### src/rtl/timer_apb_seq.sv
// APB master that sequences a simple timer peripheral: it loads and starts
// the timer, polls its status register for the direction-matching flag,
// clears each flag it sees, and stops the timer after the requested number
// of events.
//
// state    | meaning
// ---------+------------------------------------------------------------
// IDLE     | waiting for start
// W_TDR    | write reload value to TDR
// W_LOAD   | write TCR with load bit set
// W_RUN    | write TCR with enable bit set
// GAP      | idle POLL_GAP cycles between status polls
// R_TSR    | read TSR, test the direction-matching flag
// W_CLR    | write-1-to-clear the matching flag, count the event
// W_STOP   | write TCR = 0x00
// DONE     | one-cycle done pulse
//
// Every transfer state runs SETUP -> ACCESS (until pready) -> POST. POST is
// the mandatory psel=0 cycle after a transfer; the next state is chosen there,
// so a read captured one cycle late is already visible when deciding.
module timer_apb_seq #(
  parameter int POLL_GAP      = 4,
  parameter int RD_SAMPLE_DLY = 1
) (
  input  logic       pclk,
  input  logic       preset_n,
  input  logic       start,
  input  logic       stop,
  input  logic [7:0] cfg_data,
  input  logic       cfg_up_dw,
  input  logic [1:0] cfg_cks,
  input  logic [7:0] cfg_events,
  output logic       psel,
  output logic       penable,
  output logic       pwrite,
  output logic [7:0] paddr,
  output logic [7:0] pwdata,
  input  logic       pready,
  input  logic       pslverr,
  input  logic [7:0] prdata,
  output logic       busy,
  output logic       done,
  output logic       err,
  output logic [7:0] event_cnt
);

  localparam logic [3:0] S_IDLE   = 4'd0;
  localparam logic [3:0] S_W_TDR  = 4'd1;
  localparam logic [3:0] S_W_LOAD = 4'd2;
  localparam logic [3:0] S_W_RUN  = 4'd3;
  localparam logic [3:0] S_GAP    = 4'd4;
  localparam logic [3:0] S_R_TSR  = 4'd5;
  localparam logic [3:0] S_W_CLR  = 4'd6;
  localparam logic [3:0] S_W_STOP = 4'd7;
  localparam logic [3:0] S_DONE   = 4'd8;

  localparam logic [1:0] PH_SETUP  = 2'd0;
  localparam logic [1:0] PH_ACCESS = 2'd1;
  localparam logic [1:0] PH_POST   = 2'd2;

  localparam logic [7:0] A_TDR = 8'h00;
  localparam logic [7:0] A_TCR = 8'h01;
  localparam logic [7:0] A_TSR = 8'h02;

  // GAP is a down-counter loaded with POLL_GAP-1 and left at terminal count 0
  localparam logic [7:0] GAP_LOAD = (POLL_GAP > 0) ? 8'(POLL_GAP - 1) : 8'd0;
  localparam logic [3:0] S_POLL   = (POLL_GAP == 0) ? S_R_TSR : S_GAP;

  logic [3:0] state;
  logic [1:0] ph;
  logic       up_q;
  logic [1:0] cks_q;
  logic [7:0] data_q;
  logic [7:0] events_q;
  logic [7:0] cnt_q;
  logic [7:0] gap_q;
  logic [7:0] tsr_q;
  logic       err_q;
  logic       stop_pend;

  logic       in_xfer;
  logic       wr_c;
  logic [7:0] addr_c;
  logic [7:0] data_c;
  logic [7:0] clr_mask;
  logic [7:0] ev_target;
  logic [7:0] cnt_inc;
  logic [7:0] rd_byte;
  logic       flag_hit;
  logic       stop_ok;
  logic       abort;
  logic [3:0] post_next;

  assign clr_mask  = up_q ? 8'h01 : 8'h02;
  assign ev_target = (events_q == 8'd0) ? 8'd1 : events_q;
  assign cnt_inc   = (cnt_q == 8'hFF) ? 8'hFF : cnt_q + 8'd1;
  assign rd_byte   = (RD_SAMPLE_DLY != 0) ? prdata : tsr_q;
  assign flag_hit  = |(rd_byte & clr_mask);
  assign stop_ok   = (state != S_IDLE) && (state != S_W_STOP) && (state != S_DONE);
  assign abort     = stop_ok && (stop || stop_pend);

  // Transfer address/data/direction for the current state
  always_comb begin
    in_xfer = 1'b1;
    wr_c    = 1'b1;
    addr_c  = 8'h00;
    data_c  = 8'h00;
    case (state)
      S_W_TDR:  data_c = data_q;
      S_W_LOAD: begin addr_c = A_TCR; data_c = {1'b1, 1'b0, up_q, 1'b0, 2'b00, cks_q}; end
      S_W_RUN:  begin addr_c = A_TCR; data_c = {2'b00, up_q, 1'b1, 2'b00, cks_q}; end
      S_R_TSR:  begin addr_c = A_TSR; wr_c = 1'b0; end
      S_W_CLR:  begin addr_c = A_TSR; data_c = clr_mask; end
      S_W_STOP: addr_c = A_TCR;
      default:  begin in_xfer = 1'b0; wr_c = 1'b0; end
    endcase
  end

  // Successor chosen in the POST cycle of a transfer; a pending stop overrides
  always_comb begin
    post_next = S_IDLE;
    case (state)
      S_W_TDR:  post_next = S_W_LOAD;
      S_W_LOAD: post_next = S_W_RUN;
      S_W_RUN:  post_next = S_POLL;
      S_R_TSR:  post_next = flag_hit ? S_W_CLR : S_POLL;
      S_W_CLR:  post_next = (cnt_inc == ev_target) ? S_W_STOP : S_POLL;
      S_W_STOP: post_next = stop_pend ? S_IDLE : S_DONE;
      default:  post_next = S_IDLE;
    endcase
    if (abort) post_next = S_W_STOP;
  end

  // Sequencer state, run configuration and counters
  always_ff @(posedge pclk or negedge preset_n) begin
    if (!preset_n) begin
      state     <= S_IDLE;
      ph        <= PH_SETUP;
      up_q      <= 1'b0;
      cks_q     <= 2'b00;
      data_q    <= 8'h00;
      events_q  <= 8'h00;
      cnt_q     <= 8'h00;
      gap_q     <= 8'h00;
      tsr_q     <= 8'h00;
      err_q     <= 1'b0;
      stop_pend <= 1'b0;
    end else begin
      if (stop && stop_ok) stop_pend <= 1'b1;
      case (state)
        S_IDLE: begin
          if (start && !stop) begin
            up_q      <= cfg_up_dw;
            cks_q     <= cfg_cks;
            data_q    <= cfg_data;
            events_q  <= cfg_events;
            cnt_q     <= 8'h00;
            err_q     <= 1'b0;
            stop_pend <= 1'b0;
            ph        <= PH_SETUP;
            state     <= S_W_TDR;
          end
        end
        S_GAP: begin
          ph <= PH_SETUP;
          if (abort)               state <= S_W_STOP;
          else if (gap_q == 8'd0)  state <= S_R_TSR;
          else                     gap_q <= gap_q - 8'd1;
        end
        S_DONE: state <= S_IDLE;
        default: begin
          case (ph)
            PH_SETUP: ph <= PH_ACCESS;
            PH_ACCESS: begin
              if (pready) begin
                if (pslverr) begin
                  err_q <= 1'b1;
                  ph    <= PH_SETUP;
                  state <= S_IDLE;
                end else begin
                  tsr_q <= prdata;
                  ph    <= PH_POST;
                end
              end
            end
            default: begin
              ph    <= PH_SETUP;
              state <= post_next;
              if (post_next == S_GAP) gap_q <= GAP_LOAD;
              if (state == S_W_CLR)   cnt_q <= cnt_inc;
            end
          endcase
        end
      endcase
    end
  end

  assign psel      = in_xfer && (ph != PH_POST);
  assign penable   = in_xfer && (ph == PH_ACCESS);
  assign pwrite    = psel && wr_c;
  assign paddr     = psel ? addr_c : 8'h00;
  assign pwdata    = psel ? data_c : 8'h00;
  assign busy      = (state != S_IDLE);
  assign done      = (state == S_DONE);
  assign err       = err_q;
  assign event_cnt = cnt_q;

endmodule

### config.mk
export PLATFORM = sky130hd
export DESIGN_NAME = timer_apb_seq
export DESIGN_NICKNAME = d
export VERILOG_FILES = /design/src/rtl/timer_apb_seq.sv
export SDC_FILE = /design/constraint.sdc
export NUM_CORES = 1
export LEC_CHECK = 0
export CAP_MARGIN = 20
export CORE_ASPECT_RATIO = 0.5
export CORE_MARGIN = 2
export CORE_UTILIZATION = 51
export DETAILED_ROUTE_END_ITERATION = 8
export GPL_ROUTABILITY_DRIVEN = 0
export PLACE_DENSITY = 0.82
export SKIP_LAST_GASP = 1
export SYNTH_ARGS = -nofsm -noshare
export SYNTH_HDL_FRONTEND = slang
export SYNTH_SLANG_ARGS = --single-unit
### constraint.sdc
create_clock -name pclk -period 2.9 [get_ports pclk]
set_input_delay 0.435 -clock pclk [delete_from_list [all_inputs] [get_ports pclk]]
set_output_delay 0.435 -clock pclk [all_outputs]
set_load 0.02 [all_outputs]
; ---- Word level (Yosys, flattened, before mapping)
; Index checks and enable logic that the tools add are counted.
[totals]
in_bits = 33
word_cells = 118
output_inout_bits = 30
reg_bits = 43
[classes]
n_bitwise = 4
eq_ne = 25
n_mux = 43
addsub = 2
reduce_logical = 34
[op_table]
columns = operator, count
row1 = 2-to-1 mux 8 bit, 11
row2 = case mux 8 bit (2 select lines), 2
row3 = case mux 8 bit (4 select lines), 1
row4 = 2-to-1 mux 4 bit, 7
row5 = case mux 4 bit (6 select lines), 1
row6 = "equality test 4 x 3 -> 1 bit, second input constant", 5
row7 = zero test 8 bit, 2
row8 = AND reduction 5 bit, 3
row9 = 2-to-1 mux 2 bit, 6
row10 = case mux 4 bit (3 select lines), 1
row11 = "!= test 5 x 3 -> 1 bit, second input constant", 2
row12 = nonzero test 2 bit, 5
row13 = 2-to-1 mux 1 bit, 9
row14 = "adder 8 x 1 -> 8 bit, second input constant", 1
row15 = AND 8 x 2 -> 8 bit, 1
row16 = "equality test 4 x 2 -> 1 bit, second input constant", 2
row17 = equality test 8 bit, 1
row18 = "equality test 8 bit, second input constant", 1
row19 = logical AND 1 bit, 8
row20 = "!= test 2 bit, second input constant", 4
row21 = "!= test 4 x 2 -> 1 bit, second input constant", 2
row22 = case mux 2 bit (2 select lines), 2
row23 = case mux 4 bit (2 select lines), 1
row24 = OR reduction 2 bit, 4
row25 = other kinds (23), 26

; ---- Logic depth before layout (Yosys ltp)
; Gate-level depths: netlist (run 1).
[depth]
ltp_word = 10
ltp_mapped = 9
depth_no_buf = 8

; ---- Least setup slack after synthesis (run 1)
; Ideal clock, no wire load.
[synth_timing]
path_type = flip-flop to flip-flop
start = register cnt_q[0], in the netlist event_cnt[0]
end = register gap_q[1]
setup_slack_ps = 246
path_buffers = 1
required_ps = 2773
synth_period_minus_slack_ps = 2654
stages_incl_launch_ff = 10
t_arrival_ps = 2527
setup_ps = 127
cell_sequence = dfrtp_1 -> ha_1 -> and3_1 -> buf_6 -> a211o_1 -> a31oi_1 -> nand4_1 -> or4_4 -> a211oi_1 -> a21oi_1
[synth_via]
elab_chain_len = 9
word_cells_on_any_way = 10
cone_classes = 1 x add/sub / 3 x eq/ne / 4 x mux / 2 x reduce/logical
[synth_lines]
columns = item, line
row1 = from (decl), 75  ; logic [7:0] cnt_q;
row2 = from (signal assigned), 190  ; if (state == S_W_CLR) cnt_q <= cnt_inc;
row3 = adder 8 x 1 -> 8 bit or equality test 8 bit (tied branches), 96  ; assign cnt_inc = (cnt_q == 8'hFF) ? 8'hFF : cnt_q + 8'd1;
row4 = 2-to-1 mux 8 bit (*), 96
row5 = equality test 8 bit (*), 127  ; S_W_CLR: post_next = (cnt_inc == ev_target) ? S_W_STOP : S_POLL;
row6 = 2-to-1 mux 2 bit (*), 127
row7 = case mux 4 bit (6 select lines) (*), 122  ; case (state)
row8 = 2-to-1 mux 4 bit (*), 131  ; if (abort) post_next = S_W_STOP;
row9 = equality test 4 x 3 -> 1 bit (*), 189  ; if (post_next == S_GAP) gap_q <= GAP_LOAD;
row10 = nonzero test 2 bit (no source line) (*), n/a
row11 = AND reduction 5 bit (no source line) (*), n/a
row12 = to (signal assigned), 168  ; else gap_q <= gap_q - 8'd1;
row13 = to (decl), 76  ; logic [7:0] gap_q;
; Mark *: on every way between the ends. The rest lies on a longest branch, timed or not.
; A chain may end at the register's enable or synchronous reset.

; ---- Final worst setup path (run 1)
; Same ends and word-level chain as after synthesis.

==> metrics.txt, run 1 <==
Cell Area, Placed 3260 sq um; most common flop cell mapped by yosys sky130_fd_sc_hd__dfrtp_1; YS warnings 0; via count 2723; buffer count from post-CTS setup fixing 0; maximum number of pins on one net before global-route repair 44; highest clock rate 361 MHz; fraction of the core area covered by cells at the end of the flow 67.3%; number of enable flip-flop cells after synthesis 0; clock tree from TritonCTS yes; cell types occupying the most area after synthesis sky130_fd_sc_hd__dfrtp_1, sky130_fd_sc_hd__nand2_1, sky130_fd_sc_hd__a21oi_1, sky130_fd_sc_hd__nor2_1, sky130_fd_sc_hd__nor3_1; sequential-to-total area share from yosys stat 39.1%; number of clock sinks 43; arrival time at the worst endpoint 2.95 ns; Startpoint Class flop; Site Rows 18; number of design rule violations left after detail routing 0; Max Buffers Root-to-Sink 2; top library cells by usage in the layout, fill and taps aside sky130_fd_sc_hd__nand2_1, sky130_fd_sc_hd__clkdlybuf4s50_1, sky130_fd_sc_hd__dfrtp_1; final count of negative-setup-slack endpoints 0; Detailed Place HPWL 5.21 mm; number of max-capacitance violations reported 0; Worst path top cell family by delay simple AND/OR/NAND/NOR gates; number of library cell types mapped by synthesis 61; VDD IR max 0.417 mV; width of the die 108 um; total internal power 0.00183 W; critical path start-end classification flop to flop; clock edge transition at the registers on the reported setup and hold paths 0.08 ns; maximum cell stage delay along the critical path 0.62 ns; final WL 7.29 mm; worst slew margin relative to its limit 35.5%; multiplexer share of the synthesized area 1.96%; Post-Syn Area 2750 sq um; final hold violations 0; Nets 424; aggregate negative setup slack 0 ns; die area 6030 sq um; adder-cell area share of the yosys netlist 1.37%; average wire per cell in the routed design 15.9 um; buffer type at the clock tree root sky130_fd_sc_hd__clkbuf_8; transition time of the tightest slew-check pin 0.968 ns; number of top-level design ports 63; all-layer global routing usage 25.6%; status completed; average cell area after synthesis 8.06 sq um; portion of synthesized cell area occupied by the leading cell type 39.1%; Area growth, synth to finish 24.0%; number of buffers inserted during clock tree synthesis 5; grt ovf 0; type of element capturing the critical path flop; net switching share of the total power 42.0%; first-pass GRT wire length 12.2 mm; classification of the worst-slack hold path primary input to asynchronous set/reset pin; series of cell instances along the critical path ha_2 -> and3_1 -> a211o_1 -> a31oi_1 -> nand4_1 -> or4_4 -> a211oi_2 -> a21oi_1; share of the synthesized area in compound gates (AO/OA/AOI/OAI) 19.6%; most common library cell in the layout ignoring fill and taps sky130_fd_sc_hd__nand2_1; total power density per cell area 924 nW/um^2; final clock period utilization by the worst path 95.6%; I/O Buffers 50; layout cell share with drive strength beyond 1 9.51%; basic-gate share of the synthesized area counting and, or, nand and nor cells 28.5%; fraction of registers with async set/reset 100%; required time of the worst setup path 3.08 ns; H-tree Lvls 2; first-pass iteration count of the detailed router 5; time the worst path needs with I/O delays and setup 2.77 ns; number of nets with antenna violations after routing 0; Psw 0.00132 W; Inserted Diodes 0; leakage 1.49 nW; xor/xnor share of the synthesized area 1.91%; slowest stage cell on the critical path sky130_fd_sc_hd__or4_4; post-route design area 3410 sq um; cell accounting for the most synthesized area sky130_fd_sc_hd__dfrtp_1; effective utilization at floorplan 54.2%; share of power burned in the clock network 17.6%; die height 55.9 um; antenna violations before repair 0; Critical Path Fanout Max 9; dominant combinational cell family by area after synthesis simple AND/OR/NAND/NOR gates; fin. max-slew vios 0; gate count after technology mapping 341; first-iteration detailed-routing DRC count 202; Vias/cell 5.93; worst-skew pair later-pin latency 0.30 ns; synthesis-stage register bit count 43; vias in the first global route 2607; sequential group share of total power 33.2%; area inside the core boundary 5070 sq um; clock skew after layout 0.00763 ns; number of buffers and inverters on the critical path 0; proportion of power drawn by combinational gates 49.2%
path summary, 6_finish.rpt:
check                                   from           end  slack, ns  cells past startpoint
worst min register to register     data_q[3]     data_q[3]       0.47                      2
min in group pclk                  data_q[3]     data_q[3]       0.47                      2
worst max register to register  event_cnt[0]      gap_q[1]       0.13                      8
worst min-delay path                preset_n  event_cnt[4]       0.29                      1
worst max-delay path            event_cnt[0]      gap_q[1]       0.13                      8
max in group asynchronous           preset_n      state[1]       1.96                      1
stage by stage:
| stage | setup WS [ns] | power, W | hold slack, ns | instances |
|---|---|---|---|---|
| floorplan | 0.246 | 0.00200 | 0.139 | 346 |
| global placement | 0.227 | 0.00250 | 0.450 | 451 |
| detailed placement | 0.164 | 0.00257 | 0.455 | 451 |
| CTS | 0.00708 | 0.00314 | 0.321 | 459 |
| global route | -0.0246 | 0.00337 | 0.362 | 459 |
| finish | 0.128 | 0.00315 | 0.290 | 459 |
what timing repair did:
item                                    CTS  global route
gates resized for setup                   0             5
hold buffers                              0             0
endpoints found under the setup margin    0            12
hold endpoints to repair                  0             0
registers in the layout, indices dropped and copies added, names as in the netlist:
register	count
cks_q	2
up_q	1
err	1
data_q	8
state	4
events_q	8
event_cnt	8
ph	2
gap_q	8
stop_pend	1
final cells by class:
| cell class | count | area, sq um |
|---|---|---|
| Fill cell | 427 | 1660 |
| Multi-Input combinational cell | 268 | 1500 |
| Sequential cell | 43 | 1080 |
| Timing Repair Buffer | 60 | 571 |
| Tap cell | 70 | 87.6 |
| Clock buffer | 6 | 72.6 |
| Clock inverter | 2 | 60.1 |
| Inverter | 10 | 37.5 |
cell families (layout without fill, tap and decap cells):
group,count (synthesis),count (layout)
and+or+nand+nor,165,165
AOI/OAI and AO/OA,83,83
DFF,43,43
buffers and inverters,35,78
xor gates and xnor gates,6,6
muxes,5,5
adders and majority gates,3,3
other,1,6
Yosys cell counts (all sizes together), types with 4 or more instances:
master  number
a211oi       6
a21oi       28
a22oi        4
a31oi       12
and2         4
and3         6
buf         14
clkbuf      11
dfrtp       43
inv         10
nand2       72
nand2b       5
nand3        7
nor2        30
nor3        17
o21ai       12
power groups by stage:
stage	logic, W	registers [W]	clock network [W]
2_1_floorplan	0.00103	0.000963	0
5_1_grt	0.00171	0.00108	0.000583
3_3_place_gp	0.00147	0.00102	0
3_5_place_dp	0.00153	0.00104	0
6_report	0.00155	0.00105	0.000553
4_1_cts	0.00154	0.00104	0.000562
per-layer routing:
layer | vias up | GRT usage (%) | part of all wire (%)
met1 | 1280 | 34.9 | 45
li1 | 1290 | - | -
met4 | 0 | 8.06 | 1.8
met5 | - | 0 | 0
met2 | 135 | 41.3 | 47
met3 | 18 | 4.92 | 6.8
(Power assumes the default switching activity.)
==> run 2, diff against run 1 <==
--- a/config.mk
+++ b/config.mk
@@ -5,12 +5,14 @@
 export SDC_FILE = /design/constraint.sdc
 export NUM_CORES = 1
 export LEC_CHECK = 0
+export ABC_AREA = 1
 export CAP_MARGIN = 20
 export CORE_ASPECT_RATIO = 0.5
 export CORE_MARGIN = 2
 export CORE_UTILIZATION = 51
+export CTS_CLUSTER_SIZE = 28
 export DETAILED_ROUTE_END_ITERATION = 8
-export GPL_ROUTABILITY_DRIVEN = 0
+export GPL_ROUTABILITY_DRIVEN = 1
 export PLACE_DENSITY = 0.82
 export SKIP_LAST_GASP = 1
 export SYNTH_ARGS = -nofsm -noshare
==> run 2 against run 1 <==
Die area stayed put. Combinational power up 25%. Utilization fell by 0.99 points. Flip-flop and latch count did not move.
==> metrics.txt, run 2 <==
cell accounting for the most synthesized area sky130_fd_sc_hd__dfrtp_1; final hold violations 0 (unchanged); critical path start-end classification flop to primary output; transition time of the tightest slew-check pin 0.960 ns (-0.00841 ns); maximum cell stage delay along the critical path 0.63 ns (about the same); most common flop cell mapped by yosys sky130_fd_sc_hd__dfrtp_1; fin. max-slew vios 0 (unchanged); Nets 451 (+6.4%); fraction of registers with async set/reset 100% (unchanged); all-layer global routing usage 21.4% (-4.2 points); classification of the worst-slack hold path primary input to asynchronous set/reset pin; number of top-level design ports 63 (unchanged); logic depth of the worst register-to-register path 15 (+7); average cell area after synthesis 7.55 sq um (-6.3%); aggregate negative setup slack 0 ns (unchanged); layout cell share with drive strength beyond 1 11.5% (+2.0 points); total power density per cell area 1010 nW/um^2 (+9.6%); number of max-capacitance violations reported 0 (unchanged); first-pass GRT wire length 10.2 mm (-16%); width of the die 108 um (unchanged); synthesis-stage register bit count 43 (unchanged); source of the worst register-to-register timing path event_cnt[0]; number of design rule violations left after detail routing 0 (unchanged); Cell Area, Placed 3280 sq um (+0.54%); cell types occupying the most area after synthesis sky130_fd_sc_hd__dfrtp_1, sky130_fd_sc_hd__nand2_1, sky130_fd_sc_hd__nand3_1, sky130_fd_sc_hd__inv_1, sky130_fd_sc_hd__nor2_1; sequential-to-total area share from yosys stat 39.1% (unchanged); highest clock rate 365 MHz (+1.2%); Detailed Place HPWL 4.62 mm (-11%); number of nets with antenna violations after routing 0 (unchanged); time the worst path needs with I/O delays and setup 2.74 ns (-0.0340 ns); number of buffers inserted during clock tree synthesis 5 (unchanged); setup repair after global routing missed its margin false; basic-gate share of the synthesized area counting and, or, nand and nor cells 33.2% (+4.7 points); via count 2571 (-5.6%); slack of the worst reg-to-reg path 0.71 ns (+0.58 ns); Startpoint Class flop; share of the synthesized area in compound gates (AO/OA/AOI/OAI) 9.38% (-10 points); buffer type at the clock tree root sky130_fd_sc_hd__clkbuf_8; gate count after technology mapping 364 (+6.7%); most common library cell in the layout ignoring fill and taps sky130_fd_sc_hd__nand2_1; first-pass iteration count of the detailed router 5 (unchanged); Power, Total 0.00340 W (+8.0%); post-route design area 3360 sq um (-1.5%); Post-synth top cells sky130_fd_sc_hd__nand2_1, sky130_fd_sc_hd__inv_1, sky130_fd_sc_hd__dfrtp_1, sky130_fd_sc_hd__nor2_1, sky130_fd_sc_hd__nand3_1; portion of synthesized cell area occupied by the leading cell type 39.1% (unchanged); first-iteration detailed-routing DRC count 198 (-2.0%); slowest stage cell on the critical path sky130_fd_sc_hd__clkdlybuf4s50_1; number of enable flip-flop cells after synthesis 0 (unchanged); type of element capturing the critical path primary output; average wire per cell in the routed design 12.9 um (-19%); dpl ws 0.510 ns (+0.346 ns); R2R Path End gap_q[4]; dominant combinational cell family by area after synthesis simple AND/OR/NAND/NOR gates; clock skew after layout 0.00455 ns (-0.00308 ns); post-route setup slack 0.162 ns (+0.0340 ns); die height 55.9 um (unchanged); xor/xnor share of the synthesized area 1.59% (-0.32 points); worst-skew pair later-pin latency 0.29 ns (about the same); Site Rows 18 (unchanged); final count of negative-setup-slack endpoints 0 (unchanged); final WL 6.26 mm (-14%); vias in the first global route 2333 (-11%); number of clock sinks 43 (unchanged); Post-Syn Area 2750 sq um (unchanged); YS warnings 0 (unchanged); H-tree Lvls 2 (unchanged); Max Buffers Root-to-Sink 2 (unchanged); top library cells by usage in the layout, fill and taps aside sky130_fd_sc_hd__nand2_1, sky130_fd_sc_hd__clkdlybuf4s50_1, sky130_fd_sc_hd__inv_1; Critical Path Fanout Max 5 (-4); Worst path top cell family by delay buffers and inverters; buffer count from post-CTS setup fixing 0 (unchanged); adder-cell area share of the yosys netlist 1.37% (unchanged); clock edge transition at the registers on the reported setup and hold paths 0.08 ns (about the same); multiplexer share of the synthesized area 5.28% (+3.3 points); arrival time at the worst endpoint 2.30 ns (-0.65 ns); number of library cell types mapped by synthesis 40 (-34%); Area growth, synth to finish 22.2%; maximum number of pins on one net before global-route repair 44 (unchanged); number of buffers and inverters on the critical path 4 (+4); area inside the core boundary 5070 sq um (unchanged); count of instances resized after the clock tree is built 0 (unchanged); I/O Buffers 50 (unchanged); die area 6030 sq um (unchanged); final hold slack 0.292 ns (+0.00256 ns); status completed; final weighted congestion of routability-driven global placement 0.956; series of cell instances along the critical path nor2_1 -> inv_1 -> nor2_1 -> inv_1 -> nor2_1 -> inv_1 -> a21oi_1 -> clkdlybuf4s50_1; most repeated cell in the gate-level netlist after synthesis sky130_fd_sc_hd__nand2_1; grt ovf 0 (unchanged); effective utilization at floorplan 54.2% (unchanged); worst slew margin relative to its limit 36.0% (+0.56 points); antenna violations before repair 0 (unchanged); Vias/cell 5.29 (-11%); required time of the worst setup path 2.47 ns (-0.61 ns); leakage 1.61 nW (+8.3%); VDD IR max 0.511 mV (+22%); clock tree from TritonCTS yes; final clock period utilization by the worst path 94.4% (-1.2 points); hold buffers post-CTS 0 (unchanged); Inserted Diodes 0 (unchanged)
## run 2: cell types whose count changed in the layout (fill, tap and decap cells not counted), moves of 6 or more
cell	delta
sky130_fd_sc_hd__nor2_2	+6
sky130_fd_sc_hd__a21oi_1	-10
sky130_fd_sc_hd__mux2_2	+9
sky130_fd_sc_hd__nand3_1	+29
sky130_fd_sc_hd__nor3_1	-7
sky130_fd_sc_hd__inv_1	+34
sky130_fd_sc_hd__nand4_1	+6
sky130_fd_sc_hd__inv_2	+6
sky130_fd_sc_hd__a31oi_1	-11
sky130_fd_sc_hd__buf_4	-9
sky130_fd_sc_hd__nor2_1	+13
## run 2: area by class of cell
class | instances | area [sq um]
clock buffers | 7 | 76.3
repair buffers | 51 | 503
inverters | 51 | 191
fillers | 417 | 1710
well taps | 70 | 87.6
clock inverters | 1 | 5.00
flip-flops and latches | 43 | 1080
multi-input cells | 263 | 1420
## run 2: per-layer routing
metal | global-route usage [%] | up-vias | routed length [um]
met3 | 4.45 | 9 | 358
li1 | - | 1281 | -
met4 | 7.51 | 0 | 97
met1 | 26.4 | 1188 | 2710
met5 | 0 | - | 0
met2 | 37.3 | 93 | 3100
## run 2: through the flow
step                      utilization (%)  instances
after floorplan                         -        369
after global placement               64.7        478
after detailed placement             64.7        478
after CTS                            66.3        486
after global routing                 66.3        486
final                                66.3        486
## run 2: worst max-delay path by stage
| stage | start | end | slack [ns] | depth (start not counted) |
|---|---|---|---|---|
| after global placement | state[3] | pwdata[1] | 0.55 | 8 |
| after CTS | ph[1] | pwdata[0] | 0.17 | 6 |
| after floorplan | event_cnt[0] | gap_q[4] | 0.91 | 17 |
| after global routing | state[3] | pwdata[4] | 0.01 | 8 |
| after detailed placement | ph[1] | pwdata[0] | 0.51 | 6 |
| final | state[3] | pwdata[4] | 0.16 | 8 |
## run 2: cell families after synthesis
| logic type | Yosys count |
|---|---|
| simple gates | 191 |
| buf+inv | 63 |
| compound gates | 45 |
| flops | 43 |
| mux | 13 |
| xor+xnor | 5 |
| fa+ha+maj | 3 |
| other cells | 1 |
## run 2: worst reg2reg max path, delay by kind of cell, from the launching register on
family,cells,cell delay (ns)
fa+ha+maj,1,0.26
flops,1,0.44
simple gates,14,1.44
## run 2: power breakdown
part	leakage (nW)	internal [W]	switching, W
combinational	1.04	0.000785	0.00116
sequential	0.530	0.000847	0.000239
clock	0.0422	0.000169	0.000200
total	1.61	0.00180	0.00160
==> run 3, diff against run 2 <==
==> constraint.sdc (replaced) <==
create_clock -name pclk -period 2.7 [get_ports pclk]
set_input_delay 0.405 -clock pclk [delete_from_list [all_inputs] [get_ports pclk]]
set_output_delay 0.405 -clock pclk [all_outputs]
set_load 0.02 [all_outputs]
==> run 3 against run 2 <==
Via count is 0.27% lower. Sequential share of layout area is 0.31 points lower. Worst hold slack worse by 0.043 ns. Final cell count stayed put. Register-to-register slack worse by 0.26 ns. Clock power is 14% higher. Final area is 1.1% higher. Clock-buffer cell count is 1 lower. Global-route usage is 1.7 points higher. Utilization is 0.72 points higher.
==> metrics.txt, run 3 (same netlist as run 2, synthesis figures left out) <==
arrival time at the worst endpoint 2.18 ns (-0.12 ns); maximum cell stage delay along the critical path 0.64 ns (about the same); number of max-capacitance violations reported 0 (unchanged); leakage 1.66 nW (+3.1%); final count of negative-setup-slack endpoints 0 (unchanged); worst slew margin relative to its limit 36.5% (+0.49 points); Area growth, synth to finish 23.5%; setup repair after global routing missed its margin false; fin. max-slew vios 0 (unchanged); all-layer global routing usage 23.1% (+1.7 points); aggregate negative setup slack 0 ns (unchanged); Placed Cells 479 (+0.21%); slack of the worst reg-to-reg path 0.45 ns (-0.26 ns); series of cell instances along the critical path nor2_1 -> inv_1 -> nor2_1 -> inv_1 -> a21oi_1 -> clkdlybuf4s50_1; die height 55.9 um (unchanged); average wire per cell in the routed design 13.3 um (+3.1%); width of the die 108 um (unchanged); Inserted Diodes 0 (unchanged); transition time of the tightest slew-check pin 0.952 ns (-0.00731 ns); time the worst path needs with I/O delays and setup 2.58 ns; antenna violations before repair 0 (unchanged); Detailed Place HPWL 4.92 mm (+6.5%); top library cells by usage in the layout, fill and taps aside sky130_fd_sc_hd__nand2_1, sky130_fd_sc_hd__clkdlybuf4s50_1, sky130_fd_sc_hd__inv_1; post-route design area 3390 sq um (+1.1%); routed length on met1 2.78 mm (+2.6%); Vias/cell 5.28 (-0.27%); hold buffers post-CTS 0 (unchanged); VDD IR max 0.536 mV (+5.0%); number of buffers and inverters on the critical path 3 (-1); Startpoint Class flop; worst-skew pair later-pin latency 0.30 ns (about the same); total length of routed met2 wires 3.26 mm (+5.3%); first-pass iteration count of the detailed router 4 (-1); buffer count from post-CTS setup fixing 0 (unchanged); Worst path top cell family by delay buffers and inverters; via count 2564 (-0.27%); maximum number of pins on one net before global-route repair 44 (unchanged); buffer type at the clock tree root sky130_fd_sc_hd__clkbuf_8; count of instances resized after the clock tree is built 0 (unchanged); die area 6030 sq um (unchanged); status completed; Nets 452 (+0.22%); Site Rows 18 (unchanged); clock edge transition at the registers on the reported setup and hold paths 0.08 ns (about the same); final clock period utilization by the worst path 95.7%; logic depth of the worst register-to-register path 15 (unchanged); most common library cell in the layout ignoring fill and taps sky130_fd_sc_hd__nand2_1; met3 routed WL 266 um (-26%); final hold violations 0 (unchanged); layout cell share with drive strength beyond 1 12.5% (+0.96 points); R2R Path End gap_q[2]; clock skew after layout 0.00421 ns (-0.000339 ns); final weighted congestion of routability-driven global placement 0.926 (-3.1%); H-tree Lvls 2 (unchanged); number of design rule violations left after detail routing 0 (unchanged); number of clock sinks 43 (unchanged); Critical Path Fanout Max 5 (unchanged); I/O Buffers 50 (unchanged); type of element capturing the critical path primary output; first-iteration detailed-routing DRC count 164 (-17%); critical path start-end classification flop to primary output; highest clock rate 387 MHz; effective utilization at floorplan 54.2% (unchanged); total power density per cell area 1090 nW/um^2 (+7.8%); number of nets with antenna violations after routing 0 (unchanged); required time of the worst setup path 2.30 ns (-0.17 ns); fraction of the core area covered by cells at the end of the flow 67.0% (+0.72 points); number of top-level design ports 63 (unchanged); vias in the first global route 2585 (+11%); slowest stage cell on the critical path sky130_fd_sc_hd__clkdlybuf4s50_1; first-pass GRT wire length 11.1 mm (+8.5%); uppermost layer routed met4; number of cells in the finished layout apart from fillers 486 (unchanged); Max Buffers Root-to-Sink 2 (unchanged); grt ovf 0 (unchanged); final WL 6.45 mm (+3.1%); source of the worst register-to-register timing path event_cnt[0]; number of buffers inserted during clock tree synthesis 5 (unchanged); area inside the core boundary 5070 sq um (unchanged); clock tree from TritonCTS yes; Cell Area, Placed 3300 sq um (+0.61%); classification of the worst-slack hold path primary input to asynchronous set/reset pin
## run 3: changes by cell type in the layout (fill, tap and decap cells not counted), sizes merged
cell	before	now
buf	2	3
clkbuf	7	6
clkdlybuf4s50	49	47
dlymetal6s2s	0	2
## run 3: stage by stage
| step | power [W] | setup WS [ns] | hold slack, ns |
|---|---|---|---|
| after floorplan | 0.00259 | 0.715 | 0.109 |
| after global placement | 0.00318 | 0.385 | 0.464 |
| after detailed placement | 0.00328 | 0.371 | 0.469 |
| after CTS | 0.00371 | 0.0213 | 0.283 |
| after global routing | 0.00402 | 0.0188 | 0.333 |
| final | 0.00370 | 0.117 | 0.250 |
## run 3: how the worst max path moves through the flow
stage                       startpoint         to  cells past startpoint  slack [ns]
final                         state[3]   paddr[0]                      6        0.12
after global routing          state[3]  pwdata[7]                      6        0.02
after detailed placement      state[3]  pwdata[4]                      8        0.37
after global placement           ph[1]  pwdata[1]                      6        0.39
after floorplan           event_cnt[0]   gap_q[4]                     17        0.71
after CTS                     state[0]  pwdata[1]                      7        0.02
## run 3: final cells by class
type / count / area, sq um
clock buffers: 6 / 82.6
clock inverters: 1 / 5.00
fillers: 423 / 1670
inverters: 51 / 191
multi-input cells: 263 / 1420
flip-flops and latches: 43 / 1080
well taps: 70 / 87.6
repair buffers: 52 / 528
## run 3: metal layers
| metal | global-route usage [%] | up-vias |
|---|---|---|
| met3 | 4.57 | 16 |
| li1 | - | 1280 |
| met2 | 39.6 | 63 |
| met1 | 28.4 | 1205 |
| met5 | 0 | - |
| met4 | 10.3 | 0 |
## run 3: worst register-to-register path, stage by stage, from the launching register on
cell,delay [ns]
sky130_fd_sc_hd__dfrtp_1,0.45
sky130_fd_sc_hd__ha_1,0.26
sky130_fd_sc_hd__nand2_1,0.10
sky130_fd_sc_hd__nor2_2,0.14
sky130_fd_sc_hd__nand2_2,0.18
sky130_fd_sc_hd__nand2_1,0.15
sky130_fd_sc_hd__nor2_1,0.06
sky130_fd_sc_hd__nor2_2,0.13
sky130_fd_sc_hd__nand3_2,0.07
sky130_fd_sc_hd__nor2_2,0.10
sky130_fd_sc_hd__nand2_2,0.11
sky130_fd_sc_hd__nand2_1,0.14
sky130_fd_sc_hd__nor2_4,0.05
sky130_fd_sc_hd__nand2_4,0.10
sky130_fd_sc_hd__nand3_1,0.08
sky130_fd_sc_hd__nand2_1,0.08
## run 3: where the power goes
group | total, W | leakage [nW] | internal (W) | switching, W
Sequential | 0.00117 | 0.529 | 0.000911 | 0.000255
Combinational | 0.00212 | 1.08 | 0.000850 | 0.00127
Clock | 0.000422 | 0.0470 | 0.000201 | 0.000221
